<file path="src/rtl/multicycle_ctrl.sv">
// Main control FSM of the multicycle datapath.
// Sequences fetch, decode, execute, memory and writeback for each instruction.
// It drives the ALU decoder's aluop, the datapath enables and the mux selects,
// and it stalls on the memory ready handshake. Outputs are decoded from the
// state. The exceptions are irwrite and pc_en, which are also gated by
// mem_ready in FETCH and by zero in BRANCH. While reset is high, every output
// is held at 0.

module multicycle_ctrl #(
    parameter int OPW = 5
) (
    input  logic           clk,
    input  logic           reset,
    input  logic [OPW-1:0] op,
    input  logic           zero,
    input  logic           mem_ready,
    output logic [1:0]     aluop,
    output logic           mem_req,
    output logic           memwrite,
    output logic           irwrite,
    output logic           pc_en,
    output logic           regwrite,
    output logic           adrsrc,
    output logic [1:0]     alusrca,
    output logic [1:0]     alusrcb,
    output logic [1:0]     resultsrc,
    output logic           halted,
    output logic           illegal,
    output logic [3:0]     state_dbg
);

    // State encodings are visible on state_dbg, so they are fixed explicitly.
    typedef enum logic [3:0] {
        FETCH   = 4'd0,
        DECODE  = 4'd1,
        MEMADR  = 4'd2,
        MEMRD   = 4'd3,
        MEMWB   = 4'd4,
        MEMWR   = 4'd5,
        EXEC_R  = 4'd6,
        EXEC_I  = 4'd7,
        ALUWB   = 4'd8,
        BRANCH  = 4'd9,
        JUMP    = 4'd10,
        HALT    = 4'd11,
        ILLEGAL = 4'd12
    } state_t;

    // Instruction classes recognised in DECODE.
    typedef enum logic [2:0] {
        CLS_R,
        CLS_I,
        CLS_MEM,
        CLS_BEQ,
        CLS_JUMP,
        CLS_HALT,
        CLS_BAD
    } op_class_t;

    // Full-width opcodes for the non-ALU classes.
    localparam logic [OPW-1:0] OP_LOAD  = OPW'(5'b10000);
    localparam logic [OPW-1:0] OP_STORE = OPW'(5'b10001);
    localparam logic [OPW-1:0] OP_BEQ   = OPW'(5'b11000);
    localparam logic [OPW-1:0] OP_JUMP  = OPW'(5'b11001);
    localparam logic [OPW-1:0] OP_HALT  = OPW'(5'b11111);

    // aluop codes understood by the ALU decoder.
    localparam logic [1:0] ALUOP_ADD = 2'b00;
    localparam logic [1:0] ALUOP_SUB = 2'b01;
    localparam logic [1:0] ALUOP_FN  = 2'b10;

    // ALU operand A select.
    localparam logic [1:0] SRCA_PC     = 2'b00;
    localparam logic [1:0] SRCA_OLD_PC = 2'b01;
    localparam logic [1:0] SRCA_REG_A  = 2'b10;

    // ALU operand B select.
    localparam logic [1:0] SRCB_REG_B = 2'b00;
    localparam logic [1:0] SRCB_IMM   = 2'b01;
    localparam logic [1:0] SRCB_ONE   = 2'b10;

    // Result bus select.
    localparam logic [1:0] RES_ALUOUT = 2'b00;
    localparam logic [1:0] RES_MEM    = 2'b01;
    localparam logic [1:0] RES_ALU    = 2'b10;

    state_t    state;
    state_t    state_next;
    op_class_t op_class;

    // Raw state-decoded outputs. The reset gate is applied after this stage.
    logic [1:0] aluop_raw;
    logic       mem_req_raw;
    logic       memwrite_raw;
    logic       irwrite_raw;
    logic       pc_en_raw;
    logic       regwrite_raw;
    logic       adrsrc_raw;
    logic [1:0] alusrca_raw;
    logic [1:0] alusrcb_raw;
    logic [1:0] resultsrc_raw;
    logic       halted_raw;
    logic       illegal_raw;

    // Classify the opcode. The top two bits alone identify the ALU classes.
    always_comb begin
        op_class = CLS_BAD;
        if (op[OPW-1 -: 2] == 2'b00) begin
            op_class = CLS_R;
        end else if (op[OPW-1 -: 2] == 2'b01) begin
            op_class = CLS_I;
        end else if (op == OP_LOAD || op == OP_STORE) begin
            op_class = CLS_MEM;
        end else if (op == OP_BEQ) begin
            op_class = CLS_BEQ;
        end else if (op == OP_JUMP) begin
            op_class = CLS_JUMP;
        end else if (op == OP_HALT) begin
            op_class = CLS_HALT;
        end
    end

    // State register. Reset returns to FETCH.
    always_ff @(posedge clk or posedge reset) begin
        // NOTE: non-blocking assignment keeps every register updating from pre-edge values.
        if (reset) begin
            state <= FETCH;
        end else begin
            state <= state_next;
        end
    end

    // Next-state logic and state-decoded outputs.
    always_comb begin
        // NOTE: every output gets a default first, so no path can infer a latch.
        state_next    = state;
        aluop_raw     = ALUOP_ADD;
        mem_req_raw   = 1'b0;
        memwrite_raw  = 1'b0;
        irwrite_raw   = 1'b0;
        pc_en_raw     = 1'b0;
        regwrite_raw  = 1'b0;
        adrsrc_raw    = 1'b0;
        alusrca_raw   = SRCA_PC;
        alusrcb_raw   = SRCB_REG_B;
        resultsrc_raw = RES_ALUOUT;
        halted_raw    = 1'b0;
        illegal_raw   = 1'b0;

        unique case (state)
            FETCH: begin
                // Fetch the word at PC and compute PC+1 in the same access.
                mem_req_raw   = 1'b1;
                adrsrc_raw    = 1'b0;
                alusrca_raw   = SRCA_PC;
                alusrcb_raw   = SRCB_ONE;
                aluop_raw     = ALUOP_ADD;
                resultsrc_raw = RES_ALU;
                irwrite_raw   = mem_ready;
                pc_en_raw     = mem_ready;
                if (mem_ready) begin
                    state_next = DECODE;
                end
            end
            DECODE: begin
                // Precompute the branch target while the register file is read.
                alusrca_raw = SRCA_OLD_PC;
                alusrcb_raw = SRCB_IMM;
                aluop_raw   = ALUOP_ADD;
                unique case (op_class)
                    CLS_R:    state_next = EXEC_R;
                    CLS_I:    state_next = EXEC_I;
                    CLS_MEM:  state_next = MEMADR;
                    CLS_BEQ:  state_next = BRANCH;
                    CLS_JUMP: state_next = JUMP;
                    CLS_HALT: state_next = HALT;
                    default:  state_next = ILLEGAL;
                endcase
            end
            MEMADR: begin
                // Compute the effective address. op[0] separates store from load.
                alusrca_raw = SRCA_REG_A;
                alusrcb_raw = SRCB_IMM;
                aluop_raw   = ALUOP_ADD;
                state_next  = op[0] ? MEMWR : MEMRD;
            end
            MEMRD: begin
                mem_req_raw = 1'b1;
                adrsrc_raw  = 1'b1;
                if (mem_ready) begin
                    state_next = MEMWB;
                end
            end
            MEMWB: begin
                regwrite_raw  = 1'b1;
                resultsrc_raw = RES_MEM;
                state_next    = FETCH;
            end
            MEMWR: begin
                mem_req_raw  = 1'b1;
                memwrite_raw = 1'b1;
                adrsrc_raw   = 1'b1;
                if (mem_ready) begin
                    state_next = FETCH;
                end
            end
            EXEC_R: begin
                alusrca_raw = SRCA_REG_A;
                alusrcb_raw = SRCB_REG_B;
                aluop_raw   = ALUOP_FN;
                state_next  = ALUWB;
            end
            EXEC_I: begin
                alusrca_raw = SRCA_REG_A;
                alusrcb_raw = SRCB_IMM;
                aluop_raw   = ALUOP_FN;
                state_next  = ALUWB;
            end
            ALUWB: begin
                regwrite_raw  = 1'b1;
                resultsrc_raw = RES_ALUOUT;
                state_next    = FETCH;
            end
            BRANCH: begin
                // Compare the registers. The precomputed target is loaded only when they are equal.
                alusrca_raw   = SRCA_REG_A;
                alusrcb_raw   = SRCB_REG_B;
                aluop_raw     = ALUOP_SUB;
                resultsrc_raw = RES_ALUOUT;
                pc_en_raw     = zero;
                state_next    = FETCH;
            end
            JUMP: begin
                resultsrc_raw = RES_ALUOUT;
                pc_en_raw     = 1'b1;
                state_next    = FETCH;
            end
            HALT: begin
                halted_raw = 1'b1;
            end
            ILLEGAL: begin
                illegal_raw = 1'b1;
            end
            default: begin
                state_next = FETCH;
            end
        endcase
    end

    // Force every output low while reset is held. This drops a pending memory request at once.
    always_comb begin
        if (reset) begin
            aluop     = 2'b00;
            mem_req   = 1'b0;
            memwrite  = 1'b0;
            irwrite   = 1'b0;
            pc_en     = 1'b0;
            regwrite  = 1'b0;
            adrsrc    = 1'b0;
            alusrca   = 2'b00;
            alusrcb   = 2'b00;
            resultsrc = 2'b00;
            halted    = 1'b0;
            illegal   = 1'b0;
            state_dbg = 4'd0;
        end else begin
            aluop     = aluop_raw;
            mem_req   = mem_req_raw;
            memwrite  = memwrite_raw & mem_req_raw;
            irwrite   = irwrite_raw;
            pc_en     = pc_en_raw;
            regwrite  = regwrite_raw;
            adrsrc    = adrsrc_raw;
            alusrca   = alusrca_raw;
            alusrcb   = alusrcb_raw;
            resultsrc = resultsrc_raw;
            halted    = halted_raw;
            illegal   = illegal_raw;
            state_dbg = state;
        end
    end

endmodule

</file>
<file path="config.mk">
export PLATFORM = sky130hd
export DESIGN_NAME = multicycle_ctrl
export DESIGN_NICKNAME = d
export VERILOG_FILES = /design/src/rtl/multicycle_ctrl.sv
export SDC_FILE = /design/constraint.sdc
export NUM_CORES = 1
export LEC_CHECK = 0
export ABC_AREA = 1
export BUFFER_PORTS_ARGS = -buffer_cell sky130_fd_sc_hd__buf_4
export CELL_PAD_IN_SITES_DETAIL_PLACEMENT = 1
export CELL_PAD_IN_SITES_GLOBAL_PLACEMENT = 2
export CORE_MARGIN = 2
export CORE_UTILIZATION = 21
export DETAILED_ROUTE_END_ITERATION = 8
export PLACE_DENSITY_LB_ADDON = 0.1
export SETUP_SLACK_MARGIN = 0.05
export SLEW_MARGIN = 0
export SYNTH_ARGS = -nofsm -noshare
export SYNTH_HDL_FRONTEND = slang
export SYNTH_SLANG_ARGS = --single-unit
</file>
<file path="constraint.sdc">
create_clock -name clk -period 3 [get_ports clk]
set_input_delay 0.3 -clock clk [delete_from_list [all_inputs] [get_ports clk]]
set_output_delay 0.3 -clock clk [all_outputs]
set_load 0.02 [all_outputs]
</file>
==> results.py, run 1 <==
metrics = {
    "place": {
        "port_buffers": 28,
        "dpl_cell_area_um2": 812,
        "place_ws_ps": 1380,
        "gp_congestion": 0.731,
        "dp.final_hpwl_um": 1610,
    },
    "route": {
        "routed_via_density": 4.52,
        "wl_per_cell_um": 11.2,
        "vias": 746,
        "drt-total-wl_um": 1850,
        "final_antenna_net_count": 0,
        "drtPass1Iterations": 4,
        "drtIter0Drc": 8,
        "post-route-drc-count": 0,
    },
    "sta": {
        "timing.final.ws_setup_ps": 1160,
        "rsz0062_at_grt": "no",
        "fin_crit_sh": 0.614,
        "holdWs_ps": 63.0,
        "fin_skew_ps": 5.36,
        "setup_violations": 0,
        "slew_headroom": 0.823,
        "hold_violations": 0,
        "report.final.slew_viol_count": 0,
        "min_period_ps": 1840,
        "tightest_slew_ps": 265,
        "fmax_ghz": 0.543,
        "setup_tns_ps": 0,
    },
    "clocking": {
        "postCtsSetupBuffers": 0,
        "clock_latency_ps": 240,
        "hold_buffers": 0,
        "h-tree-depth": 1,
        "numCtsBuffers": 3,
        "path_clk_slew_ps": 40,
        "post_cts_resized": 0,
        "clock-sinks": 4,
        "cts.path.max_buffers": 2,
        "cts-root-buf": "clkbuf_4",
        "cts_tree": "built",
    },
    "synthesis": {
        "synth_edf_count": 0,
        "synth_most_common_cell": "nand2_1",
        "syn_area_per_cell_um2": 5.45,
        "synth-main-ff-cell": "dfrtp_1",
        "synth_area_leaders": "nand2_1 18%, dfrtp_1 17%, nor2_1 14%, nand3_1 6.9%, inv_2 6.5%",
        "synth_cells": 106,
        "ys_ff_latch": 4,
        "syn-cell-area_um2": 578,
        "synth_area_leader_cell": "nand2_1",
        "synth_seq_area_share": 0.173,
        "synth_cell_types": 20,
        "yosysWarnings": 0,
        "async_flop_share": 1.00,
        "netlist.area_leader.share": 0.182,
        "syn_nets": 115,
        "synthTopCellsByCount": "28 x nand2_1, 21 x nor2_1, 10 x inv_2",
    },
    "min_path": {
        "hp-class": "primary input to asynchronous set/reset pin",
    },
    "layout": {
        "fillCellCount": 375,
        "fin_area_um2": 835,
        "fin_util": 0.311,
        "antenna_cells": 0,
        "area_delta_synth_final_pct": 44.4,
        "largest_register_ffs": 4,
        "multi_input_area_um2": 392,
        "layout-drive-gt1-share": 0.388,
        "reg.largest.list": "state x4",
        "seqCellArea_um2": 100,
        "nNetsFinal": 145,
        "top_register": "state",
    },
    "global_route": {
        "grt_pass1_wl_um": 3140,
        "overflow": 0,
        "grt_usage": 0.122,
        "first_global_vias": 745,
        "grt_max_degree": 17,
        "antenna_found_initial": 0,
    },
    "worst_setup_path": {
        "crit_chain": "inv_1 -> nand2_1 -> inv_2 -> nand2_1 -> nor2_1 -> a31oi_1 -> o21ai_1 -> buf_4",
        "cp.required_ps": 2700,
        "cpMostUsedCell": "nand2_1",
        "cp_max_fo": 5,
        "cp_slowest_stage_delay_ps": 460,
        "start_kind": "register",
        "critPathKind": "register to output port",
        "crit_path_top_delay_cell": "dfrtp_1",
        "end_kind": "output port",
        "arrival_ps": 1540,
    },
    "floorplan": {
        "core_um2": 2690,
        "die_w_um": 56.5,
        "die-area_um2": 3190,
        "num_io_pins": 29,
        "row_count": 19,
        "start_util": 0.215,
        "die_y_um": 56.5,
    },
    "pwr": {
        "ir_worst_vdd_v": 0.000428,
        "switching_power_uw": 433,
        "pwr-share-comb": 0.737,
        "p_sw_frac": 0.567,
        "p_seq_frac": 0.173,
        "internal_power_uw": 330,
        "p_per_area_nw_per_um2": 914,
        "clkPwrFrac": 0.090,
        "p_leak_uw": 0.000470,
    },
    "job": {
        "maxCapViolCount": 0,
    },
    "status": {
        "status": "finished, final reports clean",
    },
}
path summary, 6_finish.rpt:
path	cells after the start	slack, ps	endpoint	start
max in group asynchronous	2	2750	state[3]	reset
min in group clk	3	360	state[3]	op[4]
hold reg to reg	2	630	state[2]	state[2]
setup / recovery	8	1160	alusrca[1]	state[3]
setup reg to reg	8	1690	state[2]	state[0]
hold / removal	2	60	state[2]	reset
final cells by class:
cell class / count / area share
multi-input combinational: 80 / 0.469
clock buffer: 3 / 0.0270
sequential: 4 / 0.120
tap: 31 / 0.0465
timing repair buffer: 28 / 0.252
inverter: 19 / 0.0855
placed cells by master, fill, tap and decap left out, drive strengths merged, types with 2 or more instances in the layout:
cell    synthesis  routed
a21oi           5       5
a31oi           2       2
buf             1      28
clkbuf          2       3
dfrtp           4       4
inv            19      19
nand2          34      34
nand3           9       9
nand4           2       2
nor2           24      24
kinds of logic after synthesis:
kind of cell,synth area share
DFF,0.173
buffers and inverters,0.149
AOI/OAI and AO/OA,0.136
and+or+nand+nor,0.541
metrics by stage:
step | power [µW] | cells
2_1_floorplan | 524 | 106
3_3_place_gp | 708 | 162
3_5_place_dp | 706 | 162
4_1_cts | 778 | 165
5_1_grt | 841 | 165
6_report | 763 | 165
critical path: cells and delay by family (launching register included):
| kind | cells | cell delay [ps] |
|---|---|---|
| and+or+nand+nor | 3 | 290 |
| DFF | 1 | 460 |
| AOI/OAI and AO/OA | 2 | 230 |
| buffers and inverters | 3 | 320 |
power by group through the flow:
stage                     Clock, µW  Sequential (µW)  Combinational [µW]
final                          68.3              132                 562
after global routing           72.8              139                 629
after global placement            0              132                 576
after detailed placement          0              134                 572
after floorplan                   0              121                 403
after CTS                      69.0              133                 575
routing by layer:
layer	global-route usage	routed length (µm)	vias up
met2	0.206	882	16
li1	-	-	387
met5	0	0	-
met1	0.159	849	339
met3	0.0138	99	4
met4	0.0408	17	0
Power figures use the tool's default switching activity.
==> inputs of run 2 (changes only) <==
Settings changed: CORE_UTILIZATION 21 to 20.
Clock period 3 ns to 1.75 ns, I/O delays scaled along.
==> run 2 against run 1 <==
- sequential share of layout area decreased by 0.47 points
- critical endpoint is now pc_en
- die area rose by 4.6%
- worst setup slack worse by 1000 ps
==> results.py, run 2 (synthesis results as in run 1) <==
metrics = {
    "clocking": {
        "clock_latency_ps": 240,
        "clock-sinks": 4,
        "cts_tree": "built",
        "h-tree-depth": 1,
        "numCtsBuffers": 3,
        "cts-root-buf": "clkbuf_4",
        "cts.path.max_buffers": 2,
        "path_clk_slew_ps": 30,
    },
    "floorplan": {
        "die_w_um": 57.8,
        "core_um2": 2760,
        "row_count": 19,
        "die_y_um": 57.8,
        "die-area_um2": 3340,
        "num_io_pins": 29,
        "start_util": 0.210,
    },
    "layout": {
        "layout-drive-gt1-share": 0.472,
        "fillCellCount": 369,
        "fin_util": 0.331,
        "area_delta_synth_final_pct": 57.8,
        "seqCellArea_um2": 105,
        "antenna_cells": 0,
        "final_common_cell": "buf_4",
        "reg.largest.list": "state x4",
        "final_cell_mix": "35 x buf_4, 26 x nand2_1, 19 x nor2_1, 10 x inv_2, 9 x inv_1",
        "largest_register_ffs": 4,
        "top_register": "state",
        "nNetsFinal": 153,
        "multi_input_area_um2": 402,
    },
    "worst_setup_path": {
        "timing.rr.end": "state[2]",
        "arrival_ps": 1450,
        "critPathKind": "register to output port",
        "rr_worst_depth": 7,
        "rr_startpoint": "state[3]",
        "end_kind": "output port",
        "cp_max_fo": 5,
        "cp.required_ps": 1570,
        "rrSetupSlack_ps": 420,
        "crit_start": "state[3]",
        "start_kind": "register",
        "critPathCapture": "pc_en",
    },
    "sta": {
        "report.final.slew_viol_count": 0,
        "fin_skew_ps": 2.58,
        "rsz0062_at_grt": "no",
        "setup_violations": 0,
        "tightest_slew_ps": 218,
        "fmax_ghz": 0.616,
        "fin_crit_sh": 0.928,
        "min_period_ps": 1620,
        "slew_headroom": 0.854,
        "hold_violations": 0,
        "setup_tns_ps": 0,
    },
    "route": {
        "final_antenna_net_count": 0,
        "routed_via_density": 4.49,
        "post-route-drc-count": 0,
        "drtIter0Drc": 10,
        "wl_per_cell_um": 11.8,
        "drtPass1Iterations": 4,
        "drt-total-wl_um": 2030,
        "vias": 776,
    },
    "place": {
        "gp_congestion": 0.740,
        "dp.final_hpwl_um": 1660,
        "port_buffers": 28,
    },
    "pwr": {
        "switching_power_uw": 786,
        "internal_power_uw": 672,
        "p_seq_frac": 0.159,
        "p_sw_frac": 0.539,
        "pwr-share-comb": 0.762,
        "clkPwrFrac": 0.079,
        "p_leak_uw": 0.000503,
        "ir_worst_vdd_v": 0.000571,
        "p_per_area_nw_per_um2": 1600,
    },
    "job": {
        "maxCapViolCount": 0,
    },
    "global_route": {
        "grt.busiest_layer": "met2",
        "first_global_vias": 738,
        "grt_usage": 0.122,
        "overflow": 0,
        "grtUsageMet2": 0.201,
        "grt_max_degree": 17,
        "use_met3": 0.0223,
        "met1_usage": 0.161,
        "antenna_found_initial": 0,
        "grt_pass1_wl_um": 3180,
    },
    "status": {
        "status": "finished, final reports clean",
    },
    "min_path": {
        "hp-class": "primary input to register",
    },
}
==> run 2: cell count changes in the layout (fill, tap and decap cells not counted), sizes merged <==
cell	change
buf	+7
dlygate4sd3	+1
==> run 2: worst max-delay path, stage by stage (launching register included) <==
cell	delay, ps
dfrtp_2	430
buf_4	150
nand2_2	70
inv_2	40
nand2_1	140
nor2_2	60
nand2_1	50
o221ai_1	100
buf_4	170
==> run 2: metal layers <==
metal / part of all wire / vias to the layer above
li1: - / 404
met1: 0.46 / 355
met2: 0.48 / 15
met3: 0.047 / 2
met4: 0.0069 / 0
met5: 0 / -
==> run 2: stage by stage <==
step,std cells,area (µm²),hold WS (ps),setup slack (ps),total power (µW)
floorplan,106,578,122,214,898
global placement,162,812,188,254,1220
detailed placement,162,812,189,263,1220
CTS,166,848,238,52.6,1350
global route,173,912,237,35.7,1590
finish,173,912,237,126,1460
==> run 2: final cells by class <==
type | count | area share
well taps | 31 | 0.0425
repair buffers | 36 | 0.299
flip-flops and latches | 4 | 0.115
clock buffers | 3 | 0.0247
multi-input cells | 80 | 0.440
inverters | 19 | 0.0782
==> run 2: worst min-delay path by stage <==
stage / slack [ps] / start / end / cells after the start
2_1_floorplan: 120 / reset / state[0] / 2
3_3_place_gp: 190 / reset / state[2] / 2
3_5_place_dp: 190 / reset / state[2] / 2
4_1_cts: 240 / op[4] / state[3] / 3
5_1_grt: 240 / op[4] / state[3] / 3
6_report: 240 / op[4] / state[3] / 3
==> run 2: power groups by stage <==
stage | Clock (µW) | Combinational [µW] | Sequential, µW
floorplan | 0 | 690 | 208
global placement | 0 | 996 | 221
detailed placement | 0 | 996 | 222
CTS | 121 | 1000 | 223
global route | 132 | 1220 | 243
finish | 115 | 1110 | 231
==> run 2: timing repair <==
item | in CTS | in global routing
setup buffers | 0 | 7
resized for setup | 2 | 6
endpoints found under the setup margin | 1 | 4
pin swaps | 0 | 2
hold buffers | 1 | 0
endpoints found under the hold margin | 4 | 0
==> inputs of run 3 (changes only) <==
Settings changed: ABC_AREA 1 to unset, CORE_UTILIZATION 20 to 23.
==> run 3 against run 2 <==
- total power increased by 9.8%
- largest power group unchanged
- combinational power increased by 13%
- global-route usage increased by 3.6 points
- cell area increased by 14%
- synthesized cell count decreased by 26%
- sequential power increased by 4%
- register-to-register slack got worse by 120 ps
- critical path depth decreased by 4
==> results.py, run 3 <==
metrics = {
    "global_route": {
        "grt_max_degree": 15,
        "overflow": 0,
        "grt_pass1_wl_um": 3380,
        "antenna_found_initial": 0,
        "grt_usage": 0.158,
        "first_global_vias": 734,
    },
    "clocking": {
        "clock_latency_ps": 230,
        "cts_tree": "built",
        "cts.path.max_buffers": 2,
        "clock-sinks": 4,
        "cts-root-buf": "clkbuf_4",
        "path_clk_slew_ps": 40,
        "numCtsBuffers": 3,
        "h-tree-depth": 1,
    },
    "synthesis": {
        "synth_cell_types": 40,
        "muxShareOfSynthArea": 0.0354,
        "syn-cell-area_um2": 601,
        "synth_fa_ha_area_frac": 0,
        "ys_ff_latch": 4,
        "syn_nets": 87,
        "yosys.area_share.simple": 0.446,
        "synthTopCellsByCount": "7 x nor2_1, 5 x nand2_1, 5 x nor2b_1, 5 x nor3b_1",
        "synth_xor_area_frac": 0.0146,
        "synth_area_leaders": "dfrtp_1 17%, nor3b_1 6.3%, nor2b_1 5.2%, nor4b_2 5.0%, nor2_1 4.4%",
        "synth_cells": 78,
        "synth-main-ff-cell": "dfrtp_1",
        "synth_edf_count": 0,
        "yosysWarnings": 0,
        "synth_area_leader_cell": "dfrtp_1",
        "synth-compound-area-share": 0.250,
        "synth_seq_area_share": 0.167,
        "synth_most_common_cell": "nor2_1",
        "syn_area_per_cell_um2": 7.70,
        "synth_top_family_by_area": "simple AND/OR/NAND/NOR gates",
        "netlist.area_leader.share": 0.167,
        "async_flop_share": 1.00,
    },
    "pwr": {
        "ir_worst_vdd_v": 0.000632,
        "p_per_area_nw_per_um2": 1540,
        "p_leak_uw": 0.000458,
        "power.total_uw": 1600,
    },
    "layout": {
        "area_delta_synth_final_pct": 73.1,
        "top_register": "state",
        "reg.largest.list": "state x4",
        "fin_util": 0.420,
        "final_cell_mix": "43 x buf_4, 6 x nor2_1, 5 x nand2_1, 5 x nor3b_1",
        "largest_register_ffs": 4,
        "fin_area_um2": 1040,
        "layout-drive-gt1-share": 0.554,
        "nNetsFinal": 132,
        "final_common_cell": "buf_4",
        "antenna_cells": 0,
    },
    "sta": {
        "holdWs_ps": 292,
        "fin_skew_ps": 3.66,
        "tightest_slew_ps": 356,
        "min_period_ps": 1730,
        "fin_crit_sh": 0.987,
        "slew_headroom": 0.760,
        "rsz0062_at_grt": "yes",
        "timing.final.ws_setup_ps": 22.3,
        "setup_violations": 0,
        "report.final.slew_viol_count": 0,
        "fmax_ghz": 0.579,
        "hold_violations": 0,
    },
    "floorplan": {
        "num_io_pins": 29,
        "die_y_um": 55.1,
        "start_util": 0.242,
        "die-area_um2": 3040,
        "die_w_um": 55.1,
        "row_count": 18,
        "core_um2": 2480,
    },
    "worst_setup_path": {
        "rr_startpoint": "state[1]",
        "timing.rr.end": "state[0]",
        "critPathKind": "register to output port",
        "arrival_ps": 1550,
        "cp.required_ps": 1570,
        "rrSetupSlack_ps": 300,
        "cp_max_fo": 6,
        "start_kind": "register",
        "end_kind": "output port",
        "rr_worst_depth": 5,
    },
    "place": {
        "port_buffers": 28,
        "dpl_cell_area_um2": 862,
        "place_ws_ps": 193,
        "gp_congestion": 0.717,
        "dp.final_hpwl_um": 1580,
    },
    "min_path": {
        "hp-class": "primary input to register",
        "hold_end": "state[2]",
        "whs_path_depth": 3,
        "worstHoldStart": "op[4]",
    },
    "status": {
        "status": "finished, final reports clean",
    },
    "route": {
        "drtPass1Iterations": 2,
        "routed_via_density": 4.97,
        "vias": 750,
        "final_antenna_net_count": 0,
        "drt-total-wl_um": 2280,
        "drtIter0Drc": 3,
        "post-route-drc-count": 0,
        "wl_per_cell_um": 15.1,
    },
    "job": {
        "maxCapViolCount": 0,
    },
}
## run 3: cell count changes after synthesis, sizes merged, moves of 3 or more
cell / delta
o31ai: +3
nand2b: +4
nor3: +3
nand3: -9
nor2: -17
nand2: -29
inv: -17
nor3b: +5
buf: +6
nor2b: +6
## run 3: cell families (layout without fill, tap and decap cells)
logic type,after synthesis,after routing
xor+xnor,1,1
simple gates,41,41
mux,2,2
flops,4,4
compound gates,20,20
buf+inv,10,53
## run 3: worst max-delay path by stage
| stage | startpoint | end | slack [ps] |
|---|---|---|---|
| floorplan | state[3] | aluop[0] | 110 |
| global placement | state[0] | mem_req | 190 |
| detailed placement | state[0] | alusrcb[1] | 190 |
| CTS | state[0] | alusrcb[1] | 10 |
| global route | state[1] | resultsrc[1] | -50 |
| finish | state[1] | resultsrc[1] | 20 |
## run 3: layout make-up
cell class	count	area, µm²
clock buffers	3	22.5
fillers	319	1440
inverters	2	7.51
multi-input cells	64	489
flip-flops and latches	4	105
well taps	30	37.5
repair buffers	48	378
## run 3: metrics by stage
| step | cells | setup TNS [ps] |
|---|---|---|
| 3_5_place_dp | 135 | 0 |
| 3_3_place_gp | 135 | 0 |
| 5_1_grt | 151 | -104 |
| 2_1_floorplan | 78 | 0 |
| 6_report | 151 | 0 |
| 4_1_cts | 144 | 0 |
## run 3: per-layer routing
metal | vias up | GRT usage | part of all wire
li1 | 373 | - | -
met1 | 355 | 0.201 | 0.44
met2 | 20 | 0.266 | 0.51
met3 | 2 | 0.0269 | 0.046
met4 | 0 | 0.0610 | 0.0074
met5 | - | 0 | 0
## run 3: report_power, final
group | internal [µW] | total [µW] | switching (µW)
combinational | 646 | 1250 | 600
sequential | 139 | 240 | 101
clock | 76.6 | 113 | 36.6
total | 862 | 1600 | 738
## run 3: repair_timing
action,in CTS,in global routing
buffers inserted,5,7
hold buffers,1,0
resized for setup,11,5
pin swaps,2,2
endpoints found under the setup margin,10,11
hold endpoints to repair,4,0
## run 3: critical path: stages (launching register included)
cell	delay [ps]
dfrtp_2	450
buf_6	150
or3_4	400
nor3_4	150
buf_4	170
